File: src/rtl/mixer_sequencer_pkg.sv
// Shared definitions for the mixer sequencer: default widths, FSM state codes
// and the level code that means "mute".
package mixer_sequencer_pkg;

    localparam int DEFAULT_SAMPLE_WIDTH = 8;
    localparam int DEFAULT_LEVEL_WIDTH  = 3;
    localparam int DEFAULT_COUNT_WIDTH  = 16;

    localparam int STATE_WIDTH = 3;
    typedef logic [STATE_WIDTH-1:0] state_t;

    localparam state_t ST_IDLE   = 3'd0;
    localparam state_t ST_SETUP1 = 3'd1;
    localparam state_t ST_LOAD1  = 3'd2;
    localparam state_t ST_SETUP2 = 3'd3;
    localparam state_t ST_LOAD2  = 3'd4;
    localparam state_t ST_EXEC   = 3'd5;

    // All-ones level code silences a channel; any other value is a right-shift amount.
    localparam logic [DEFAULT_LEVEL_WIDTH-1:0] LEVEL_MUTE = '1;

endpackage

File: src/rtl/mixer_sequencer.sv
// Per-voice initiator for the mixer: on an accepted sample tick it snapshots both
// oscillators and plays them onto the shared bus as load1, load2, then execute.
module mixer_sequencer
    import mixer_sequencer_pkg::*;
#(
    parameter int SAMPLE_WIDTH = DEFAULT_SAMPLE_WIDTH,
    parameter int LEVEL_WIDTH  = DEFAULT_LEVEL_WIDTH,
    parameter int COUNT_WIDTH  = DEFAULT_COUNT_WIDTH
) (
    input  logic                    i_clock,
    input  logic                    i_reset,
    input  logic                    i_enable,
    input  logic                    i_sample_tick,
    input  logic [SAMPLE_WIDTH-1:0] i_osc_1_sample,
    input  logic [SAMPLE_WIDTH-1:0] i_osc_2_sample,
    input  logic [LEVEL_WIDTH-1:0]  i_osc_1_level,
    input  logic [LEVEL_WIDTH-1:0]  i_osc_2_level,
    output logic [SAMPLE_WIDTH-1:0] o_sample,
    output logic                    o_sample_1_load,
    output logic                    o_sample_2_load,
    output logic [LEVEL_WIDTH-1:0]  o_sample_1_level,
    output logic [LEVEL_WIDTH-1:0]  o_sample_2_level,
    output logic                    o_execute,
    output logic                    o_busy,
    output logic                    o_overrun,
    output logic [COUNT_WIDTH-1:0]  o_frame_count,
    output state_t                  o_debug_state
);

    // Mixer handshake: the mixer captures o_sample on any cycle its load strobe is
    // high and mixes on o_execute; it never stalls, so there is no ready signal.

    state_t state_q;
    state_t state_d;

    logic                    tick_live;
    logic                    accept;
    logic [SAMPLE_WIDTH-1:0] snap_2_q;

    logic [SAMPLE_WIDTH-1:0] sample_d;
    logic [SAMPLE_WIDTH-1:0] snap_2_d;
    logic [LEVEL_WIDTH-1:0]  level_1_d;
    logic [LEVEL_WIDTH-1:0]  level_2_d;
    logic                    load_1_d;
    logic                    load_2_d;
    logic                    execute_d;
    logic                    busy_d;
    logic                    overrun_d;
    logic [COUNT_WIDTH-1:0]  count_d;

    assign tick_live     = i_sample_tick & i_enable;
    assign accept        = tick_live && (state_q == ST_IDLE);
    assign o_debug_state = state_q;

    always_ff @(posedge i_clock or posedge i_reset) begin
        if (i_reset) begin
            state_q <= ST_IDLE;
        end else begin
            state_q <= state_d;
        end
    end

    always_comb begin
        state_d = state_q;
        unique case (state_q)
            ST_IDLE:   if (accept) state_d = ST_SETUP1;
            ST_SETUP1: state_d = ST_LOAD1;
            ST_LOAD1:  state_d = ST_SETUP2;
            ST_SETUP2: state_d = ST_LOAD2;
            ST_LOAD2:  state_d = ST_EXEC;
            ST_EXEC:   state_d = ST_IDLE;
            default:   state_d = ST_IDLE;
        endcase
    end

    // Next values for the registered outputs; the bus and levels hold unless updated.
    always_comb begin
        sample_d  = o_sample;
        snap_2_d  = snap_2_q;
        level_1_d = o_sample_1_level;
        level_2_d = o_sample_2_level;
        load_1_d  = 1'b0;
        load_2_d  = 1'b0;
        execute_d = 1'b0;
        busy_d    = o_busy;
        overrun_d = o_overrun | (tick_live && (state_q != ST_IDLE));
        count_d   = o_frame_count;
        unique case (state_q)
            ST_IDLE: begin
                if (accept) begin
                    sample_d  = i_osc_1_sample;
                    snap_2_d  = i_osc_2_sample;
                    level_1_d = i_osc_1_level;
                    level_2_d = i_osc_2_level;
                    busy_d    = 1'b1;
                end
            end
            ST_SETUP1: load_1_d = 1'b1;
            ST_LOAD1:  sample_d = snap_2_q;
            ST_SETUP2: load_2_d = 1'b1;
            ST_LOAD2: begin
                execute_d = 1'b1;
                count_d   = o_frame_count + 1'b1;
            end
            ST_EXEC:   busy_d = 1'b0;
            default:   busy_d = 1'b0;
        endcase
    end

    always_ff @(posedge i_clock or posedge i_reset) begin
        if (i_reset) begin
            o_sample         <= '0;
            snap_2_q         <= '0;
            o_sample_1_level <= {LEVEL_WIDTH{1'b1}};
            o_sample_2_level <= {LEVEL_WIDTH{1'b1}};
            o_sample_1_load  <= 1'b0;
            o_sample_2_load  <= 1'b0;
            o_execute        <= 1'b0;
            o_busy           <= 1'b0;
            o_overrun        <= 1'b0;
            o_frame_count    <= '0;
        end else begin
            o_sample         <= sample_d;
            snap_2_q         <= snap_2_d;
            o_sample_1_level <= level_1_d;
            o_sample_2_level <= level_2_d;
            o_sample_1_load  <= load_1_d;
            o_sample_2_load  <= load_2_d;
            o_execute        <= execute_d;
            o_busy           <= busy_d;
            o_overrun        <= overrun_d;
            o_frame_count    <= count_d;
        end
    end

endmodule

File: config.mk
export PLATFORM = sky130hd
export DESIGN_NAME = mixer_sequencer
export DESIGN_NICKNAME = d
export VERILOG_FILES = /design/src/rtl/mixer_sequencer_pkg.sv /design/src/rtl/mixer_sequencer.sv
export SDC_FILE = /design/constraint.sdc
export NUM_CORES = 1
export LEC_CHECK = 0
export BUFFER_PORTS_ARGS = -buffer_cell sky130_fd_sc_hd__buf_2
export CAP_MARGIN = 20
export CELL_PAD_IN_SITES_DETAIL_PLACEMENT = 1
export CELL_PAD_IN_SITES_GLOBAL_PLACEMENT = 2
export CORE_ASPECT_RATIO = 0.9
export CORE_MARGIN = 5
export CORE_UTILIZATION = 35
export DETAILED_ROUTE_END_ITERATION = 8
export GPL_TIMING_DRIVEN = 0
export HOLD_SLACK_MARGIN = 0.08
export PLACE_DENSITY_LB_ADDON = 0.1
export SKIP_LAST_GASP = 1
export SYNTH_ARGS = -nofsm -noshare
export SYNTH_HDL_FRONTEND = slang
export SYNTH_SLANG_ARGS = --single-unit
File: constraint.sdc
create_clock -name i_clock -period 4.8 [get_ports i_clock]
set_input_delay 0.48 -clock i_clock [delete_from_list [all_inputs] [get_ports i_clock]]
set_output_delay 0.48 -clock i_clock [all_outputs]
set_load 0.01 [all_outputs]
==> Word-level counts from Yosys, hierarchy flattened <==
Index checks and enable logic that the tools add are counted.
{ "totals": {"register_bits": 46} }
{ "classes": {"addsub": 1, "n_eq_ne": 5, "muxes": 9, "n_bitwise": 3, "reduce_logical": 9} }
{ "ops": {"columns": ["operator", "n"], "rows": [
  ["16-bit by 1-bit adder with 16-bit output, second input constant", 1],
  ["8-bit one-hot mux with 2 select lines", 1],
  ["3-bit one-hot mux with 5 select lines", 1],
  ["8-bit two-way mux", 1],
  ["3-bit by 2-bit == test with 1-bit output, second input constant", 2],
  ["2-bit AND reduction", 3],
  ["1-bit two-way mux", 4],
  ["4-bit OR reduction", 1],
  ["3-bit by 1-bit == test with 1-bit output, second input constant", 1],
  ["3-bit == test, second input constant", 1],
  ["3-bit zero test", 1],
  ["3-bit two-way mux", 1],
  ["3-bit nonzero test", 1],
  ["1-bit logical AND", 2],
  ["2-bit inequality test, second input constant", 1],
  ["1-bit one-hot mux with 2 select lines", 1],
  ["2-bit nonzero test", 1],
  ["1-bit bitwise AND", 1],
  ["1-bit NOT", 1],
  ["1-bit bitwise OR", 1]
]} }

==> Logic depth before layout (Yosys ltp) <==
{ "logic_depth": {"ltp_word": 4, "depth_mapped": 7, "ltp_nobuf": 5} }

==> Worst setup path before layout <==
OpenSTA, ideal clock, no wires.
{ "synth_timing": {"path_kind": "reg2reg", "from": "register state_q[0], in the netlist o_debug_state[0]", "to": "register snap_2_q[6]", "setup_time_ps": 125, "arrival_time_ps": 1495, "slack_ps": 3180, "stages_incl_launch_ff": 7, "path_buffers": 3, "period_less_slack_ps": 1620, "path_cell_list": "dfrtp_1 buf_4 nor3_2 nor2b_1 clkbuf_4 buf_6 mux2_2"} }
{ "synth_via": {"elab_chain_cells": 3} }
{ "synth_lines": {"columns": ["item", "line", "rtl"], "rows": [
  ["start, declared", "mixer_sequencer.sv:33", "state_t state_q;"],
  ["start signal, assigned", "mixer_sequencer.sv:59", "state_q <= state_d;"],
  ["3-bit zero test *", "mixer_sequencer.sv:52, mixer_sequencer.sv:88", null],
  ["1-bit logical AND", "mixer_sequencer.sv:52", "assign accept = tick_live && (state_q == ST_IDLE);"],
  ["2-bit AND reduction (no source line) *", null, null],
  ["end signal, assigned", "mixer_sequencer.sv:124", "snap_2_q <= snap_2_d;"],
  ["end, declared", "mixer_sequencer.sv:38", "logic [SAMPLE_WIDTH-1:0] snap_2_q;"]
]} }
Mark *: on every way between the ends. The rest lies on a longest branch, timed or not.
A chain may end at the register's enable or synchronous reset.

==> Final worst setup path <==
{ "layout_timing": {"from": "register state_q[0], in the netlist o_debug_state[0]", "to": "register o_sample[2]"} }
{ "layout_via": {"elab_chain_cells": 4, "elab_cells_between_ends": 7, "classes_between": "2 x eq/ne; 1 x mux; 4 x reduce/logical"} }
{ "layout_lines": {"columns": ["item", "line", "rtl"], "rows": [
  ["3-bit zero test", "mixer_sequencer.sv:52, mixer_sequencer.sv:88", null],
  ["1-bit logical AND", "mixer_sequencer.sv:52", null],
  ["2-bit inequality test (no source line)", null, null],
  ["2-bit AND reduction (no source line)", null, null],
  ["end signal, assigned", "mixer_sequencer.sv:123", "o_sample <= sample_d;"],
  ["end, declared", "mixer_sequencer.sv:18", "output logic [SAMPLE_WIDTH-1:0] o_sample,"]
]} }
Several ways; a longest one is shown, not always the timed one.

==> metrics.txt <==
status=completed; setup TNS=0 ns; worst slew pin tran=0.7335 ns; switching share of power=31.90%; clk slew on worst S/H paths=0.08 ns; HPWL Detailed=3438 um; Hold Buf Count CTS=0; Routed WL=4519 um; Synth Warn #=0; final net count=235; MaxCap Viol Count=0; normalized max-slew margin=50.88%; Critical Path Start Type=flip-flop; register area share after synthesis=59.70%; antenna-violating nets left=0; library cells used by synthesis=32; final core utilization=46.38%; Routability Congestion=0.7164; Starting Density=36.49%; global route overflow=0; endpoints failing setup=0; sequential share of power=43.9%; CP arrival=1.93 ns; Remaining DRCs=0; Die X=88.49 um; initial drt markers=16; CORE AREA=5318 um^2; TritonCTS clock tree=yes; crit end category=flip-flop; Clock power frac=20.1%; Root Driver=clkbuf_8; Post-synth EDFFs=0; Die Footprint=7136 um^2; Main synth FF type=dfrtp_1; crit-path leading delay family=simple AND/OR/NAND/NOR gates; TritonRoute pass-1 iters=2; clock skew=0.006753 ns; Worst EP required=4.99 ns; overall global routing resource usage=13.85%; crit-path cells=buf_4 > nor3b_2 > nor2_2 > a21o_1; RSZ-0062 raised after global routing=false; DR vias/cell=4.877; vias in the first global route=1433; commonest non-fill, non-tap cell in the layout=buf_2; Net Sw Power=0.0004492 W; # IOs=64; CP Max Fanout=10; routed len/inst=16.37 um; first-pass GRT wire length=7369 um; antenna violations before repair=0; Hold WC Path Type=in -> async; Hold Vio Cnt, Final=0; Post-CTS Setup Inserts=0; peak per-stage delay on the critical path=0.63 ns; VDD IR max=0.0002648 V; most frequent cells in the layout=buf_2, dfrtp_1, mux2_2; fin. max-slew vios=0; Max Freq=573.3 MHz; Syn Nets=164; Die Ht=80.64 um; Int Pwr=0.0009590 W; Pleak=1.297 nW; WS Path Type=reg -> reg; pwr/cell area=571.0 nW/um^2; Post-CTS Resized=0; ANT cells=0; #FFs+latches synth=46; worst skew pair latency=0.30 ns; number of buffers created by CTS=5; area grow syn2layout=27.08%; H-tree Lvls=2; Syn Inst Count=137; CP max stage cell=nor3b_2; clock sink count=46; Levels on crit path=4; Post-Syn Area=1941 um^2; post-layout min period=1.744 ns; Avg Inst Size Synth=14.17 um^2; WP buf/inv=1; DR vias=1346; Port Buffer Count=63; Final period util=36.34%; combinational power share=36.0%; row count=25; layout cell share with drive strength beyond 1=51.20%; clock buffer depth=2; fraction of registers with async set/reset=100.0%; largest net degree at the start of global routing=35; worst reg-to-reg path cell count=4
-- registers in the layout, indices dropped and copies added, names as in the netlist --
name	cells
snap_2_q	8
o_sample_1_level	3
o_sample_1_load	1
o_sample_2_level	3
o_sample	8
o_debug_state	3
o_overrun	1
o_sample_2_load	1
o_busy	1
o_execute	1
o_frame_count	16
-- cell type report --
cell class / count / area [um^2]
fillers: 596 / 2851
flip-flops and latches: 46 / 1159
multi-input cells: 84 / 718.2
repair buffers: 64 / 335.3
well taps: 67 / 83.83
clock buffers: 7 / 76.32
plain buffers: 6 / 60.06
clock inverters: 1 / 30.03
inverters: 1 / 3.754
-- routing by layer --
| layer | vias to the layer above | routed length, um | track usage, % |
|---|---|---|---|
| met4 | 0 | 63 | 4.532 |
| li1 | 628 | - | - |
| met3 | 6 | 361 | 4.923 |
| met2 | 42 | 2157 | 21.97 |
| met5 | - | 0 | 0 |
| met1 | 670 | 1936 | 17.49 |
-- worst paths after layout --
kind                                  endpoint              start  slack, ns
max                                o_sample[2]   o_debug_state[0]       3.06
min                                  o_overrun            i_reset       0.14
max reg2reg                        o_sample[2]   o_debug_state[0]       3.06
min reg2reg                          o_overrun          o_overrun       0.48
max in group asynchronous  o_sample_2_level[0]            i_reset       4.11
min in group i_clock               snap_2_q[1]  i_osc_2_sample[1]       0.41
-- cell usage after synthesis (3+ instances only) --
master / n / area, um^2
dfstp_2: 6 / 157.7
xnor2_1: 8 / 70.07
and3_1: 5 / 31.28
nand3_1: 5 / 25.02
a21o_1: 8 / 60.06
mux2_2: 15 / 168.9
nand4_1: 4 / 25.02
dfrtp_1: 40 / 1001
xor2_1: 7 / 61.31
nand2_1: 3 / 11.26
a22o_1: 8 / 70.07
-- stage by stage --
step / instances / cell area (um^2) / hold WS (ns) / setup slack [ns] / power [W]
after floorplan: 137 / 1941 / 0.4810 / 3.180 / 0.0009582
after global placement: 267 / 2340 / 0.4564 / 2.668 / 0.001116
after detailed placement: 268 / 2360 / 0.4587 / 3.034 / 0.001146
after CTS: 276 / 2466 / 0.1336 / 3.013 / 0.001438
after global routing: 276 / 2466 / 0.1545 / 2.922 / 0.001514
final: 276 / 2466 / 0.1405 / 3.056 / 0.001408
-- cells by family after synthesis --
kind of cell    count (synthesis)  share of synthesized area, %
compound gates                 21                         8.511
fa+ha+maj                       1                        0.6446
xor+xnor                       15                         6.770
flops                          46                         59.70
simple gates                   32                         12.38
buf+inv                         7                         3.288
mux                            15                         8.704
-- power by group through the flow --
| stage | clock, W | sequential (W) | combinational, W |
|---|---|---|---|
| final | 0.000282 | 0.000618 | 0.000507 |
| after detailed placement | 0 | 0.000627 | 0.000519 |
| after floorplan | 0 | 0.000662 | 0.000296 |
| after global routing | 0.000312 | 0.000639 | 0.000563 |
| after CTS | 0.000296 | 0.000621 | 0.000521 |
| after global placement | 0 | 0.000615 | 0.000500 |
(Power assumes the default switching activity.)
